<file path="config.mk">
export PLATFORM = sky130hd
export DESIGN_NAME = fdiv_seq
export DESIGN_NICKNAME = d
export VERILOG_FILES = /design/src/rtl/fpu_pkg.sv /design/src/rtl/fdiv_mant.sv /design/src/rtl/fdiv_seq.sv
export SDC_FILE = /design/constraint.sdc
export NUM_CORES = 1
export LEC_CHECK = 0
export CAP_MARGIN = 20
export CORE_UTILIZATION = 57
export CTS_CLUSTER_DIAMETER = 60
export DETAILED_ROUTE_END_ITERATION = 6
export MAX_ROUTING_LAYER = met4
export PLACE_DENSITY = 0.81
export SLEW_MARGIN = 10
export SYNTH_ARGS = -nofsm -noshare
export SYNTH_HDL_FRONTEND = slang
export SYNTH_SLANG_ARGS = --single-unit
</file>
<file path="constraint.sdc">
create_clock -name clk -period 9.4 [get_ports clk]
set_clock_uncertainty 0.2 [all_clocks]
set_input_delay 2.82 -clock clk [delete_from_list [all_inputs] [get_ports clk]]
set_output_delay 2.82 -clock clk [all_outputs]
set_load 0.02 [all_outputs]
</file>
<file path="src/rtl/fpu_pkg.sv">
// fpu_pkg: shared floating-point constants, the fdiv state enumeration
// and a small field-decoding helper for the single-precision datapath.
// Contains no ports. Consumed by fdiv_mant and fdiv_seq through
// import fpu_pkg::*.
package fpu_pkg;

   localparam int           FP_EXP_W   = 8;
   localparam int           FP_MAN_W   = 23;
   localparam int           FP_BIAS    = 127;
   localparam logic [7:0]   FP_EXP_MAX = 8'hFF;
   localparam int           FDIV_ITER  = 26;

   typedef enum logic [1:0] {
      ST_IDLE = 2'd0,
      ST_DIV  = 2'd1,
      ST_NORM = 2'd2,
      ST_DONE = 2'd3
   } fdiv_state_e;

   // Denormals are flushed, so a zero exponent field means the operand is zero.
   function automatic logic fp_exp_is_zero(input logic [FP_EXP_W-1:0] e);
      return (e == 8'h00);
   endfunction

endpackage

</file>
<file path="src/rtl/fdiv_mant.sv">
// fdiv_mant: iterative restoring radix-2 mantissa divider.
// Computes q = floor(a * 2^25 / b) for 24-bit normalised mantissas
// (a, b in [2^23, 2^24)), one quotient bit per clock, FDIV_ITER clocks.
// Ports:
//   clk   - clock, rising edge
//   rst   - synchronous active-high reset
//   start - load a/b and begin a new division (restarts any running one)
//   a, b  - dividend / divisor mantissas with hidden bit
//   q     - 26-bit quotient, valid while done is high and held afterwards
//   done  - one-cycle pulse when the last quotient bit has been produced
module fdiv_mant
   import fpu_pkg::*;
(
   input  logic        clk,
   input  logic        rst,
   input  logic        start,
   input  logic [23:0] a,
   input  logic [23:0] b,
   output logic [25:0] q,
   output logic        done
);

   logic [25:0] rem_r;
   logic [25:0] div_r;
   logic [25:0] q_r;
   logic [4:0]  cnt_r;
   logic        busy_r;
   logic        done_r;
   logic        rem_ge_s;
   logic [25:0] rem_nxt_s;

   // Trial subtraction for the current quotient bit. The remainder stays
   // below twice the divisor, so 26 bits never overflow.
   always_comb begin
      rem_ge_s  = 1'b0;
      rem_nxt_s = rem_r;
      if (rem_r >= div_r) begin
         rem_ge_s  = 1'b1;
         rem_nxt_s = rem_r - div_r;
      end else begin
         rem_ge_s  = 1'b0;
         rem_nxt_s = rem_r;
      end
   end

   // Iteration state: load on start, then shift one quotient bit in per cycle.
   always_ff @(posedge clk) begin
      if (rst) begin
         rem_r  <= 26'd0;
         div_r  <= 26'd0;
         q_r    <= 26'd0;
         cnt_r  <= 5'd0;
         busy_r <= 1'b0;
         done_r <= 1'b0;
      end else if (start) begin
         rem_r  <= {2'b00, a};
         div_r  <= {2'b00, b};
         q_r    <= 26'd0;
         cnt_r  <= 5'd0;
         busy_r <= 1'b1;
         done_r <= 1'b0;
      end else if (busy_r) begin
         q_r   <= {q_r[24:0], rem_ge_s};
         rem_r <= rem_nxt_s << 1;
         cnt_r <= cnt_r + 5'd1;
         if (cnt_r == 5'(FDIV_ITER - 1)) begin
            busy_r <= 1'b0;
            done_r <= 1'b1;
         end else begin
            done_r <= 1'b0;
         end
      end else begin
         done_r <= 1'b0;
      end
   end

   assign q    = q_r;
   assign done = done_r;

endmodule

</file>
<file path="src/rtl/fdiv_seq.sv">
// fdiv_seq: sequential IEEE-754 single-precision divider y = x1 / x2 with
// valid/ready handshakes on both sides. Denormals flush to zero; rounding
// is round-half-up; exponent overflow/underflow saturates and raises ovf.
// Optional feature macro: FDIV_SPECIAL_EN -- zero/inf/nan operands bypass
// the mantissa divider and produce a result one cycle after accept.
// Ports:
//   clk, rst            - clock and synchronous active-high reset
//   in_valid, in_ready  - operand handshake (in_ready high only in IDLE)
//   x1, x2              - dividend / divisor
//   out_valid, out_ready- result handshake
//   y, ovf              - quotient and exponent-saturation flag
module fdiv_seq
   import fpu_pkg::*;
(
   input  logic        clk,
   input  logic        rst,
   input  logic        in_valid,
   output logic        in_ready,
   input  logic [31:0] x1,
   input  logic [31:0] x2,
   output logic        out_valid,
   input  logic        out_ready,
   output logic [31:0] y,
   output logic        ovf
);

   fdiv_state_e state_r;
   logic        in_ready_r;
   logic        out_valid_r;
   logic [31:0] y_r;
   logic        ovf_r;
   logic        ys_r;
   logic [7:0]  ex1_r;
   logic [7:0]  ex2_r;

   logic        accept_s;
   logic        start_s;
   logic        ys_in_s;
   logic        mant_done_s;
   logic [25:0] q_s;

   logic [23:0]       man_s;
   logic              guard_s;
   logic              ebias_s;
   logic [24:0]       sum_s;
   logic              carry_s;
   logic [22:0]       frac_s;
   logic signed [9:0] exp_s;
   logic [31:0]       res_y_s;
   logic              res_ovf_s;

`ifdef FDIV_SPECIAL_EN
   logic        special_s;
   logic [31:0] spec_y_s;
   logic        spec_ovf_s;
   logic        spec_hit_r;
   logic [31:0] spec_y_r;
   logic        spec_ovf_r;
`endif

   assign accept_s = in_valid & in_ready_r;
   assign ys_in_s  = x1[31] ^ x2[31];

`ifdef FDIV_SPECIAL_EN
   // Special-operand decode on the raw inputs; priority order matters
   // (e.g. inf/0 reports inf, 0/0 reports the divide-by-zero result).
   always_comb begin
      special_s  = 1'b1;
      spec_ovf_s = 1'b0;
      spec_y_s   = 32'h0000_0000;
      if (x1[30:23] == FP_EXP_MAX) begin
         spec_y_s = {ys_in_s, FP_EXP_MAX, x1[22:0]};
      end else if (x2[30:23] == FP_EXP_MAX) begin
         spec_y_s = {ys_in_s, 31'd0};
      end else if (fp_exp_is_zero(x2[30:23])) begin
         spec_y_s   = {ys_in_s, FP_EXP_MAX, 23'd0};
         spec_ovf_s = 1'b1;
      end else if (fp_exp_is_zero(x1[30:23])) begin
         spec_y_s = {ys_in_s, 31'd0};
      end else begin
         special_s = 1'b0;
      end
   end

   assign start_s = accept_s & ~special_s;
`else
   assign start_s = accept_s;
`endif

   // Mantissas are taken straight from the inputs on the accept cycle;
   // the divider registers them, so later input changes are harmless.
   fdiv_mant u_mant (
      .clk   (clk),
      .rst   (rst),
      .start (start_s),
      .a     ({1'b1, x1[22:0]}),
      .b     ({1'b1, x2[22:0]}),
      .q     (q_s),
      .done  (mant_done_s)
   );

   // Normalise, round half-up, compute the biased exponent and saturate.
   always_comb begin
      man_s   = 24'd0;
      guard_s = 1'b0;
      ebias_s = 1'b0;
      if (q_s[25]) begin
         man_s   = q_s[25:2];
         guard_s = q_s[1];
         ebias_s = 1'b0;
      end else begin
         man_s   = q_s[24:1];
         guard_s = q_s[0];
         ebias_s = 1'b1;
      end
      sum_s   = {1'b0, man_s} + {24'd0, guard_s};
      carry_s = sum_s[24];
      // A rounding carry means the mantissa became 2.0: shift right one.
      if (carry_s) begin
         frac_s = sum_s[23:1];
      end else begin
         frac_s = sum_s[22:0];
      end
      exp_s = $signed({2'b00, ex1_r}) - $signed({2'b00, ex2_r})
            + $signed(10'(FP_BIAS))
            - $signed({9'd0, ebias_s}) + $signed({9'd0, carry_s});
      if (exp_s >= 10'sd255) begin
         res_y_s   = {ys_r, FP_EXP_MAX, 23'd0};
         res_ovf_s = 1'b1;
      end else if (exp_s <= 10'sd0) begin
         res_y_s   = {ys_r, 8'h00, 23'd0};
         res_ovf_s = 1'b1;
      end else begin
         res_y_s   = {ys_r, exp_s[7:0], frac_s};
         res_ovf_s = 1'b0;
      end
`ifdef FDIV_SPECIAL_EN
      if (spec_hit_r) begin
         res_y_s   = spec_y_r;
         res_ovf_s = spec_ovf_r;
      end else begin
         res_y_s   = res_y_s;
         res_ovf_s = res_ovf_s;
      end
`endif
   end

   // Control FSM with registered handshake and result outputs.
   always_ff @(posedge clk) begin
      if (rst) begin
         state_r     <= ST_IDLE;
         in_ready_r  <= 1'b1;
         out_valid_r <= 1'b0;
         y_r         <= 32'h0000_0000;
         ovf_r       <= 1'b0;
         ys_r        <= 1'b0;
         ex1_r       <= 8'h00;
         ex2_r       <= 8'h00;
`ifdef FDIV_SPECIAL_EN
         spec_hit_r  <= 1'b0;
         spec_y_r    <= 32'h0000_0000;
         spec_ovf_r  <= 1'b0;
`endif
      end else begin
         case (state_r)
            ST_IDLE: begin
               if (accept_s) begin
                  in_ready_r <= 1'b0;
                  ys_r       <= ys_in_s;
                  ex1_r      <= x1[30:23];
                  ex2_r      <= x2[30:23];
`ifdef FDIV_SPECIAL_EN
                  spec_hit_r <= special_s;
                  spec_y_r   <= spec_y_s;
                  spec_ovf_r <= spec_ovf_s;
                  // Specials skip DIV; one NORM cycle registers the result.
                  state_r    <= special_s ? ST_NORM : ST_DIV;
`else
                  state_r    <= ST_DIV;
`endif
               end else begin
                  state_r <= ST_IDLE;
               end
            end
            ST_DIV: begin
               if (mant_done_s) begin
                  state_r <= ST_NORM;
               end else begin
                  state_r <= ST_DIV;
               end
            end
            ST_NORM: begin
               y_r         <= res_y_s;
               ovf_r       <= res_ovf_s;
               out_valid_r <= 1'b1;
               state_r     <= ST_DONE;
            end
            ST_DONE: begin
               if (out_ready) begin
                  out_valid_r <= 1'b0;
                  in_ready_r  <= 1'b1;
                  state_r     <= ST_IDLE;
               end else begin
                  state_r <= ST_DONE;
               end
            end
            default: begin
               state_r     <= ST_IDLE;
               in_ready_r  <= 1'b1;
               out_valid_r <= 1'b0;
            end
         endcase
      end
   end

   assign in_ready  = in_ready_r;
   assign out_valid = out_valid_r;
   assign y         = y_r;
   assign ovf       = ovf_r;

endmodule
</file>
# Yosys cells after proc, flatten, opt, wreduce, memory -nomap -nowiden
# Cells that the tools add are included.
# W data, S select, Z words.
[op_classes] add_sub_neg=7 n_mul=0 n_div=0 n_lt_le_gt_ge=3 n_eq_ne=6 shifts=0 n_mux=25 bitwise=3 reduce_logical=9
[op_table] op="$mux W24" count=3
[op_table] op="$mux W31" count=2
[op_table] op="$ge A26 B24 Y1" count=1
[op_table] op="$add A24 B1 Y25" count=1
[op_table] op="$mux W25" count=1
[op_table] op="$sub A25 B24 Y25" count=1
[op_table] op="$mux W23" count=1
[op_table] op="$mux W1" count=13
[op_table] op="$add A10 B2 Y10" count=1
[op_table] op="$add A9 B8 Y10 const B" count=1
[op_table] op="$ge A10 B9 Y1 const B" count=1
[op_table] op="$le A10 B1 Y1 const B" count=1
[op_table] op="$sub A10 B2 Y10" count=1
[op_table] op="$sub A8 B8 Y9" count=1
[op_table] op="$pmux W2 S4" count=1
[op_table] op="$reduce_bool A2 Y1" count=3
[op_table] op="$add A5 B1 Y5 const B" count=1
[op_table] op="$eq A5 B5 Y1 const B" count=1
[op_table] op="$eq A2 B2 Y1 const B" count=2
[op_table] op="$mux W2" count=2
[op_table] op="$ne A2 B2 Y1 const B" count=2
[op_table] op="$pmux W1 S2" count=2
[op_table] op="$reduce_and A2 Y1" count=2
[op_table] op="$reduce_and A3 Y1" count=1
[op_table] op="other kinds (7)" count=7
[word_totals] ff_bits=137 latchBits=0 ram_bits=0 rom_bits=0 inputBits=68 out_inout_bits=35 mem_count=0

# Longest topological paths before layout
# Gate-level depths: netlist of the first run.
[logic_depth] ltp_word=7 mapped_depth=30

# Cells and area by module
# A second synthesis of the first run with hierarchy kept.
[unflattened] cells_unflattened=1035 area_unflattened_um2=8589.5
[modules_own_cells] mod="fdiv_mant" instances=1 cells_each=568 area_each_um2=4788.3
[modules_own_cells] mod="fdiv_seq" instances=1 cells_each=467 area_each_um2=3801.1

# Worst setup path after synthesis of the first run
# No wires, ideal clock.
[synth_timing] path_kind="register to register" from="reg u_mant.q_r[25], in the netlist u_mant.q[25]" to="reg y_r[14], in the netlist y[14]" setup_ps=117 t_arrival_ps=6325 required_ps=9083 setup_slack_ps=2758 stages_incl_launch_ff=29 path_buffers=9 synth_period_minus_slack_ps=6642 cell_sequence="dfxtp_1 > buf_6 > buf_4 > clkbuf_1 > clkbuf_1 > clkbuf_1 > mux2_2 > ha_1 > ha_1 > and4_1 > and3_1 > buf_4 > and3_4 > and3_1 > buf_2 > o211a_1 > buf_2 > xnor2_1 > ha_1 > a21o_1 > ha_1 > fa_1 > or4_1 > or3_4 > nor3_4 > nor4b_4 > and2_1 > buf_6 > a32o_1"
[synth_between] elab_chain_cells=6 word_cells_on_any_way=11 cone_classes="3 x add/sub; 2 x order compare; 6 x mux"
[synth_rtl] item="start: declaration" line="fdiv_mant.sv:25" source="logic [25:0] q_r;"
[synth_rtl] item="start signal: assignment" line="fdiv_mant.sv:63" source="q_r <= {q_r[24:0], rem_ge_s};"
[synth_rtl] item="$mux W24 or $mux W1 (tied branches)" line="fdiv_seq.sv:107" source="if (q_s[25]) begin"
[synth_rtl] item="$add A24 B1 Y25 or $sub A10 B2 Y10 (tied branches)" line="fdiv_seq.sv:116, fdiv_seq.sv:126"
[synth_rtl] item="$add A10 B2 Y10" line="fdiv_seq.sv:126" source="- $signed({9'd0, ebias_s}) + $signed({9'd0, carry_s});"
[synth_rtl] item="$le A10 B1 Y1" line="fdiv_seq.sv:130" source="end else if (exp_s <= 10'sd0) begin"
[synth_rtl] item="$mux W31" line="fdiv_seq.sv:130"
[synth_rtl] item="$mux W31 *" line="fdiv_seq.sv:127" source="if (exp_s >= 10'sd255) begin"
[synth_rtl] item="end signal: assignment" line="fdiv_seq.sv:193" source="y_r <= res_y_s;"
[synth_rtl] item="end: declaration" line="fdiv_seq.sv:30" source="logic [31:0] y_r;"
# Every way passes the cells marked *; elsewhere a longest branch is shown, timed or not.
# A chain may end at the register's enable or synchronous reset.

# Worst setup path in the final report of the first run
[layout_timing] from="reg u_mant.q_r[25], in the netlist u_mant.q[25]" to="reg y_r[9], in the netlist y[9]"
# The elaborated chain is that of the path after synthesis.

==> metrics.txt, run 1 <==
# TYPE chip_impl_metric gauge
chip_impl_metric{name="r2r_cells",unit=""} 22
chip_impl_metric{name="placed_cells",unit=""} 1297
chip_impl_metric{name="maxClockFrequency",unit="MHz"} 150
chip_impl_metric{name="avgSynthCellArea",unit="um2"} 7.88
chip_impl_info{name="worst_setup_path_end_kind",value="register"} 1
chip_impl_metric{name="core.rowCount",unit=""} 44
chip_impl_info{name="grt.busiest_layer",value="met2"} 1
chip_impl_metric{name="routabilityCongestion",unit=""} 0.889
chip_impl_metric{name="slew-limit-headroom",unit="%"} 34.1
chip_impl_metric{name="core-area",unit="mm2"} 0.0146
chip_impl_metric{name="ctsHtreeMaxLevel",unit=""} 4
chip_impl_metric{name="vdd_drop_max",unit="uV"} 144
chip_impl_metric{name="period_needed",unit="ps"} 6680
chip_impl_metric{name="p_leak",unit="nW"} 3.83
chip_impl_metric{name="setup_viol",unit=""} 0
chip_impl_metric{name="grt_start_max_net_pins",unit=""} 84
chip_impl_metric{name="routed-via-count",unit=""} 7891
chip_impl_metric{name="postSynthRegisterBits",unit=""} 137
chip_impl_metric{name="crit_required",unit="ps"} 9520
chip_impl_metric{name="hold_viol",unit=""} 0
chip_impl_info{name="final_cell_mix",value="sky130_fd_sc_hd__nand2_1, sky130_fd_sc_hd__dfxtp_1, sky130_fd_sc_hd__a21oi_1, sky130_fd_sc_hd__clkdlybuf4s50_1, sky130_fd_sc_hd__nor2_1"} 1
chip_impl_metric{name="area_growth",unit="%"} 18.7
chip_impl_metric{name="synth_seq_area_share",unit="%"} 32.2
chip_impl_metric{name="yosys_warnings",unit=""} 0
chip_impl_metric{name="cts_sinks",unit=""} 137
chip_impl_metric{name="number_of_global_route_vias_before_repair",unit=""} 7328
chip_impl_metric{name="grt_first_pass_wirelength",unit="um"} 34500
chip_impl_metric{name="worstHoldPathCells",unit=""} 2
chip_impl_metric{name="globalRouteTotalUtil",unit="%"} 27.8
chip_impl_metric{name="detailedRoute.firstIterationViolations",unit=""} 557
chip_impl_info{name="timing.setup.critical_path_class",value="reg2reg"} 1
chip_impl_metric{name="synthesis.area",unit="mm2"} 0.00853
chip_impl_metric{name="drc",unit=""} 0
chip_impl_info{name="layout_commonest_cell",value="sky130_fd_sc_hd__nand2_1"} 1
chip_impl_metric{name="antenna_found_initial",unit=""} 0
chip_impl_metric{name="dpl_hpwl",unit="um"} 14200
chip_impl_metric{name="yosysUniqueCellTypes",unit=""} 76
chip_impl_metric{name="routedWlPerCell",unit="um"} 15.4
chip_impl_metric{name="synth_edf_count",unit=""} 0
chip_impl_metric{name="worst_slack",unit="ps"} 2720
chip_impl_metric{name="clk_path_buf_depth",unit=""} 2
chip_impl_info{name="run_status",value="finished, final reports clean"} 1
chip_impl_metric{name="antenna_violating_nets_post_route",unit=""} 0
chip_impl_metric{name="fp.dieArea",unit="mm2"} 0.0155
chip_impl_metric{name="antenna-diode-count",unit=""} 0
chip_impl_metric{name="synthCells",unit=""} 1082
chip_impl_metric{name="finalHoldWorstSlack",unit="ps"} 249
chip_impl_metric{name="die_h",unit="um"} 124
chip_impl_metric{name="route.detailed.vias_per_inst",unit=""} 5.93
chip_impl_metric{name="worst_pin_slew",unit="ps"} 986
chip_impl_metric{name="cts_post_setup_buffers_inserted",unit=""} 0
chip_impl_metric{name="drt-pass1-iter-count",unit=""} 6
chip_impl_metric{name="final_worst_path_period_share",unit="%"} 71.1
chip_impl_metric{name="fraction_of_synthesis_flops_using_an_asynchronous_set_or_reset_pin",unit="%"} 0
chip_impl_metric{name="cts_hold_buffers",unit=""} 0
chip_impl_info{name="ys.flop_type",value="sky130_fd_sc_hd__dfxtp_1"} 1
chip_impl_metric{name="route.final.wire_length",unit="um"} 20500
chip_impl_metric{name="cts_made_buffers",unit=""} 17
chip_impl_metric{name="placement.setup.worst_slack",unit="ps"} 2900
chip_impl_metric{name="critPathMaxFanout",unit=""} 44
chip_impl_info{name="tritoncts",value="done"} 1
chip_impl_metric{name="n_fill_cell",unit=""} 1203
chip_impl_info{name="setup_repair_after_global_routing_missed_its_margin",value="no"} 1
chip_impl_metric{name="timing.critical_path.arrival",unit="ps"} 6810
chip_impl_metric{name="globalRouteMet1Util",unit="%"} 35.9
chip_impl_metric{name="power_per_cell_area",unit="mW/mm2"} 204
chip_impl_metric{name="finalCoreUtilization",unit="%"} 69.4
chip_impl_info{name="timing.critical_path.from_type",value="register"} 1
chip_impl_metric{name="use_met3",unit="%"} 5.76
chip_impl_metric{name="grt_overflow",unit=""} 0
chip_impl_metric{name="timing.setup.tns",unit="ps"} 0
chip_impl_info{name="min-delay-path-class",value="reg2reg"} 1
chip_impl_metric{name="clock_pin_slew_on_the_worst_setup_and_hold_paths",unit="ps"} 60
chip_impl_info{name="cts.root.buffer_cell",value="sky130_fd_sc_hd__clkbuf_16"} 1
chip_impl_metric{name="final_cell_count_no_fill",unit=""} 1330
chip_impl_metric{name="io_buffers",unit=""} 102
chip_impl_metric{name="clkLatencyLatePin",unit="ps"} 430
chip_impl_metric{name="nets",unit=""} 1248
chip_impl_metric{name="gr-usage-met2",unit="%"} 42.5
chip_impl_metric{name="start_util",unit="%"} 58.5
chip_impl_metric{name="drive_gt1_share",unit="%"} 6.11
chip_impl_metric{name="die-width",unit="um"} 124
chip_impl_metric{name="post_cts_resize_count",unit=""} 0
chip_impl_metric{name="design.portCount",unit=""} 103
chip_impl_metric{name="maxSlewViolCount",unit=""} 0
chip_impl_metric{name="max-cap-violations",unit=""} 0
chip_impl_metric{name="mappedNetlistNets",unit=""} 1197
-- routing by layer --
layer | wire [um] | up-vias
met5 | 0 | -
met4 | 425 | 0
met3 | 901 | 44
met2 | 9580 | 225
met1 | 9630 | 3664
li1 | - | 3958
-- final timing paths --
path | startpoint | to | slack (ps)
max | u_mant.q[25] | y[9] | 2720
min | y[17] | y[17] | 250
max reg2reg | u_mant.q[25] | y[9] | 2720
min reg2reg | y[17] | y[17] | 250
-- area by class of cell --
type,count,area (um2),share of cell area (%)
multi-input combinational,814,5250,51.9
sequential,137,2750,27.1
timing repair buffer,110,1080,10.6
clock buffer,22,484,4.78
tap,184,230,2.27
inverter,53,199,1.96
clock inverter,10,140,1.38
-- sequential cells by signal, indices dropped and copies added (netlist names) --
| signal | flops |
|---|---|
| ex1_r | 8 |
| ex2_r | 8 |
| in_ready | 1 |
| out_valid | 1 |
| ovf | 1 |
| state_r | 2 |
| u_mant.busy_r | 1 |
| u_mant.cnt_r | 5 |
| u_mant.div_r | 24 |
| u_mant.done | 1 |
| u_mant.q | 26 |
| u_mant.rem_r | 26 |
| y | 32 |
| ys_r | 1 |
-- critical path, cell delays in order, from the launching register on --
cell	delay (ps)
sky130_fd_sc_hd__dfxtp_2	520
sky130_fd_sc_hd__buf_4	450
sky130_fd_sc_hd__mux2_2	240
sky130_fd_sc_hd__ha_1	200
sky130_fd_sc_hd__ha_1	260
sky130_fd_sc_hd__and4_1	280
sky130_fd_sc_hd__and3_1	310
sky130_fd_sc_hd__and3_4	250
sky130_fd_sc_hd__and3_1	290
sky130_fd_sc_hd__o211a_1	370
sky130_fd_sc_hd__xnor2_1	110
sky130_fd_sc_hd__ha_1	200
sky130_fd_sc_hd__a21o_1	160
sky130_fd_sc_hd__ha_1	210
sky130_fd_sc_hd__fa_1	400
sky130_fd_sc_hd__a21o_1	200
sky130_fd_sc_hd__a21oi_2	200
sky130_fd_sc_hd__o21ai_1	120
sky130_fd_sc_hd__a211oi_2	390
sky130_fd_sc_hd__nor3_4	70
sky130_fd_sc_hd__nor4b_4	480
sky130_fd_sc_hd__nand3_4	210
sky130_fd_sc_hd__o41ai_2	420
-- where the power goes --
group	internal [W]	leakage [nW]	switching, W	total (W)
Sequential	0.000610	1.12	0.0000226	0.000633
Combinational	0.000289	2.42	0.000440	0.000729
Clock	0.000445	0.299	0.000258	0.000703
-- cells in the mapped netlist (11+ instances only) --
cell type / n / area, um2
sky130_fd_sc_hd__a211oi_1: 18 / 135
sky130_fd_sc_hd__a21o_1: 17 / 128
sky130_fd_sc_hd__a21oi_1: 106 / 531
sky130_fd_sc_hd__a31oi_1: 11 / 68.8
sky130_fd_sc_hd__and3_1: 12 / 75.1
sky130_fd_sc_hd__buf_2: 13 / 65.1
sky130_fd_sc_hd__clkbuf_1: 49 / 184
sky130_fd_sc_hd__dfxtp_1: 137 / 2740
sky130_fd_sc_hd__ha_1: 44 / 551
sky130_fd_sc_hd__inv_1: 53 / 199
sky130_fd_sc_hd__mux2i_1: 32 / 320
sky130_fd_sc_hd__nand2_1: 154 / 578
sky130_fd_sc_hd__nand3_1: 19 / 95.1
sky130_fd_sc_hd__nor2_1: 81 / 304
sky130_fd_sc_hd__nor3_1: 23 / 115
sky130_fd_sc_hd__o211ai_1: 14 / 105
sky130_fd_sc_hd__o21a_1: 13 / 97.6
sky130_fd_sc_hd__o21ai_0: 53 / 265
sky130_fd_sc_hd__o21ai_1: 12 / 60.1
sky130_fd_sc_hd__o31ai_1: 11 / 82.6
sky130_fd_sc_hd__xnor2_1: 13 / 114
sky130_fd_sc_hd__xor2_1: 21 / 184
-- stage by stage --
| stage | total power, W | instance area [um2] |
|---|---|---|
| global placement | 0.00134 | 9500 |
| CTS | 0.00206 | 10100 |
| floorplan | 0.00121 | 8530 |
| detailed placement | 0.00136 | 9500 |
| finish | 0.00207 | 10100 |
| global route | 0.00218 | 10100 |
-- cell families (layout without fill, tap and decap cells) --
family,after synthesis,after routing,synth area share [%]
multiplexers,36,36,4.33
AND/OR/NAND/NOR,366,366,20.5
adder cells (fa/ha/maj),47,47,7.16
XOR/XNOR,35,35,3.68
buffers and inverters,131,195,6.35
flip-flops,137,137,32.2
AO/OA/AOI/OAI,330,330,25.8
No activity file was read; power rests on OpenSTA's default activity.
==> run 2: changes to the inputs <==
==> constraint.sdc (replaced) <==
create_clock -name clk -period 6.8 [get_ports clk]
set_clock_uncertainty 0.2 [all_clocks]
set_input_delay 2.04 -clock clk [delete_from_list [all_inputs] [get_ports clk]]
set_output_delay 2.04 -clock clk [all_outputs]
set_load 0.02 [all_outputs]
==> metrics.txt, run 2 (same netlist as run 1, synthesis figures left out) <==
# TYPE chip_impl_metric gauge
chip_impl_metric{name="post_cts_resize_count",unit=""} 0
chip_impl_metric{name="ctsHtreeMaxLevel",unit=""} 4
chip_impl_info{name="final_cell_mix",value="sky130_fd_sc_hd__nand2_1, sky130_fd_sc_hd__dfxtp_1, sky130_fd_sc_hd__a21oi_1, sky130_fd_sc_hd__clkdlybuf4s50_1, sky130_fd_sc_hd__nor2_1"} 1
chip_impl_metric{name="start_util",unit="%"} 58.5
chip_impl_metric{name="layout.cell_area.non_filler",unit="mm2"} 0.0101
chip_impl_metric{name="nets",unit=""} 1249
chip_impl_metric{name="placed_standard_cell_area",unit="mm2"} 0.00950
chip_impl_metric{name="clk_path_buf_depth",unit=""} 2
chip_impl_metric{name="max-cap-violations",unit=""} 0
chip_impl_info{name="timing.setup.critical_path_class",value="reg2reg"} 1
chip_impl_metric{name="drc",unit=""} 0
chip_impl_metric{name="timing.critical_path.arrival",unit="ps"} 6120
chip_impl_info{name="tritoncts",value="done"} 1
chip_impl_metric{name="area.sequential",unit="mm2"} 0.00275
chip_impl_metric{name="cts_sinks",unit=""} 137
chip_impl_metric{name="hold_viol",unit=""} 0
chip_impl_metric{name="antenna_violating_nets_post_route",unit=""} 0
chip_impl_info{name="run_status",value="finished, final reports clean"} 1
chip_impl_metric{name="globalRouteTotalUtil",unit="%"} 28.6
chip_impl_metric{name="cts_hold_buffers",unit=""} 0
chip_impl_metric{name="slew-limit-headroom",unit="%"} 30.2
chip_impl_metric{name="dpl_hpwl",unit="um"} 14400
chip_impl_metric{name="worst_pin_slew",unit="ps"} 1050
chip_impl_metric{name="io_buffers",unit=""} 102
chip_impl_metric{name="grt_overflow",unit=""} 0
chip_impl_metric{name="period_needed",unit="ps"} 5990
chip_impl_metric{name="core-area",unit="mm2"} 0.0146
chip_impl_metric{name="route.final.wire_length",unit="um"} 20900
chip_impl_metric{name="cts_post_setup_buffers_inserted",unit=""} 0
chip_impl_metric{name="timing.setup.tns",unit="ps"} 0
chip_impl_metric{name="n_fill_cell",unit=""} 1197
chip_impl_metric{name="die-width",unit="um"} 124
chip_impl_metric{name="cts_made_buffers",unit=""} 17
chip_impl_metric{name="total_area_of_multi_input_combinational_cells",unit="mm2"} 0.00525
chip_impl_metric{name="maxClockFrequency",unit="MHz"} 167
chip_impl_metric{name="final_worst_path_period_share",unit="%"} 88.1
chip_impl_metric{name="number_of_global_route_vias_before_repair",unit=""} 7443
chip_impl_metric{name="die_h",unit="um"} 124
chip_impl_metric{name="clkLatencyLatePin",unit="ps"} 430
chip_impl_metric{name="worstHoldPathCells",unit=""} 2
chip_impl_metric{name="setup_viol",unit=""} 0
chip_impl_metric{name="routed-via-count",unit=""} 7886
chip_impl_info{name="worst_setup_path_end_kind",value="register"} 1
chip_impl_info{name="cts.root.buffer_cell",value="sky130_fd_sc_hd__clkbuf_16"} 1
chip_impl_info{name="min-delay-path-class",value="reg2reg"} 1
chip_impl_metric{name="finalHoldWorstSlack",unit="ps"} 255
chip_impl_metric{name="route.detailed.vias_per_inst",unit=""} 5.93
chip_impl_metric{name="maxSlewViolCount",unit=""} 0
chip_impl_metric{name="design.portCount",unit=""} 103
chip_impl_metric{name="drive_gt1_share",unit="%"} 6.11
chip_impl_metric{name="core.rowCount",unit=""} 44
chip_impl_metric{name="antenna-diode-count",unit=""} 0
chip_impl_metric{name="flip_flop_count_of_the_largest_register_after_layout",unit=""} 32
chip_impl_info{name="timing.critical_path.from_type",value="register"} 1
chip_impl_metric{name="fp.dieArea",unit="mm2"} 0.0155
chip_impl_metric{name="r2r_cells",unit=""} 21
chip_impl_metric{name="routedWlPerCell",unit="um"} 15.7
chip_impl_metric{name="clock_pin_slew_on_the_worst_setup_and_hold_paths",unit="ps"} 60
chip_impl_metric{name="grt_first_pass_wirelength",unit="um"} 35600
chip_impl_metric{name="detailedRoute.firstIterationViolations",unit=""} 504
chip_impl_metric{name="power_per_cell_area",unit="mW/mm2"} 277
chip_impl_metric{name="area_growth",unit="%"} 18.3
chip_impl_metric{name="critPathMaxFanout",unit=""} 10
chip_impl_metric{name="antenna_found_initial",unit=""} 0
chip_impl_metric{name="drt-pass1-iter-count",unit=""} 5
chip_impl_metric{name="p_leak",unit="nW"} 3.82
chip_impl_metric{name="vdd_drop_max",unit="uV"} 185
chip_impl_info{name="setup_repair_after_global_routing_missed_its_margin",value="no"} 1
chip_impl_metric{name="routabilityCongestion",unit=""} 0.911
chip_impl_metric{name="crit_required",unit="ps"} 6930
chip_impl_info{name="layout_commonest_cell",value="sky130_fd_sc_hd__nand2_1"} 1
chip_impl_metric{name="grt_start_max_net_pins",unit=""} 83
## run 2: changes by cell type in the layout (fill, tap and decap cells not counted)
cell,before,now
sky130_fd_sc_hd__clkbuf_8,4,2
sky130_fd_sc_hd__clkinvlp_4,3,4
sky130_fd_sc_hd__bufinv_16,3,2
sky130_fd_sc_hd__buf_6,0,1
sky130_fd_sc_hd__clkinv_2,2,3
## run 2: path summary, 6_finish.rpt
| path | from | endpoint | slack, ps |
|---|---|---|---|
| worst max-delay path | u_mant.q[2] | y[13] | 810 |
| worst min-delay path | u_mant.div_r[11] | u_mant.div_r[11] | 250 |
| worst max register to register | u_mant.q[2] | y[13] | 810 |
| worst min register to register | u_mant.div_r[11] | u_mant.div_r[11] | 250 |
## run 2: layout make-up
| cell class | instances | share of cell area [%] |
|---|---|---|
| sequential | 137 | 27.2 |
| clock inverter | 11 | 1.21 |
| clock buffer | 20 | 4.52 |
| multi-input combinational | 814 | 52.0 |
| timing repair buffer | 111 | 10.8 |
| inverter | 53 | 1.97 |
| tap | 184 | 2.28 |
## run 2: layer usage
metal / GRT usage (%) / part of all wire [%] / wire length, um / vias to the layer above
met5: - / 0 / 0 / -
met4: 9.50 / 1.9 / 398 / 0
met3: 5.11 / 4.4 / 923 / 31
met2: 45.8 / 48 / 9970 / 205
met1: 36.5 / 46 / 9610 / 3680
li1: - / - / - / 3970
## run 2: per-stage QoR
step | power [W] | setup WS, ps | instances | utilization (%)
CTS | 0.00279 | 828 | 1329 | 69.1
global placement | 0.00185 | 1080 | 1298 | 65.1
finish | 0.00279 | 810 | 1330 | 69.2
global route | 0.00296 | 412 | 1330 | 69.2
detailed placement | 0.00187 | 882 | 1298 | 65.1
floorplan | 0.00167 | 158 | 1082 | -
## run 2: power by group
part | switching (W) | internal, W
logic | 0.000606 | 0.000399
clock network | 0.000359 | 0.000556
registers | 0.0000323 | 0.000843
total | 0.000997 | 0.00180
## run 2: worst max-delay path: stages (launching register included)
cell	delay, ps
sky130_fd_sc_hd__dfxtp_1	420
sky130_fd_sc_hd__mux2_2	190
sky130_fd_sc_hd__ha_1	200
sky130_fd_sc_hd__ha_1	260
sky130_fd_sc_hd__and4_1	280
sky130_fd_sc_hd__and3_1	330
sky130_fd_sc_hd__and3_4	260
sky130_fd_sc_hd__and3_1	310
sky130_fd_sc_hd__o211a_1	370
sky130_fd_sc_hd__xnor2_1	120
sky130_fd_sc_hd__ha_1	190
sky130_fd_sc_hd__a21o_1	150
sky130_fd_sc_hd__ha_1	200
sky130_fd_sc_hd__fa_1	400
sky130_fd_sc_hd__a21o_1	210
sky130_fd_sc_hd__a21oi_2	200
sky130_fd_sc_hd__o21ai_1	120
sky130_fd_sc_hd__a211oi_2	390
sky130_fd_sc_hd__nor3_4	70
sky130_fd_sc_hd__nor4b_4	450
sky130_fd_sc_hd__nand3_4	210
sky130_fd_sc_hd__o41ai_2	350
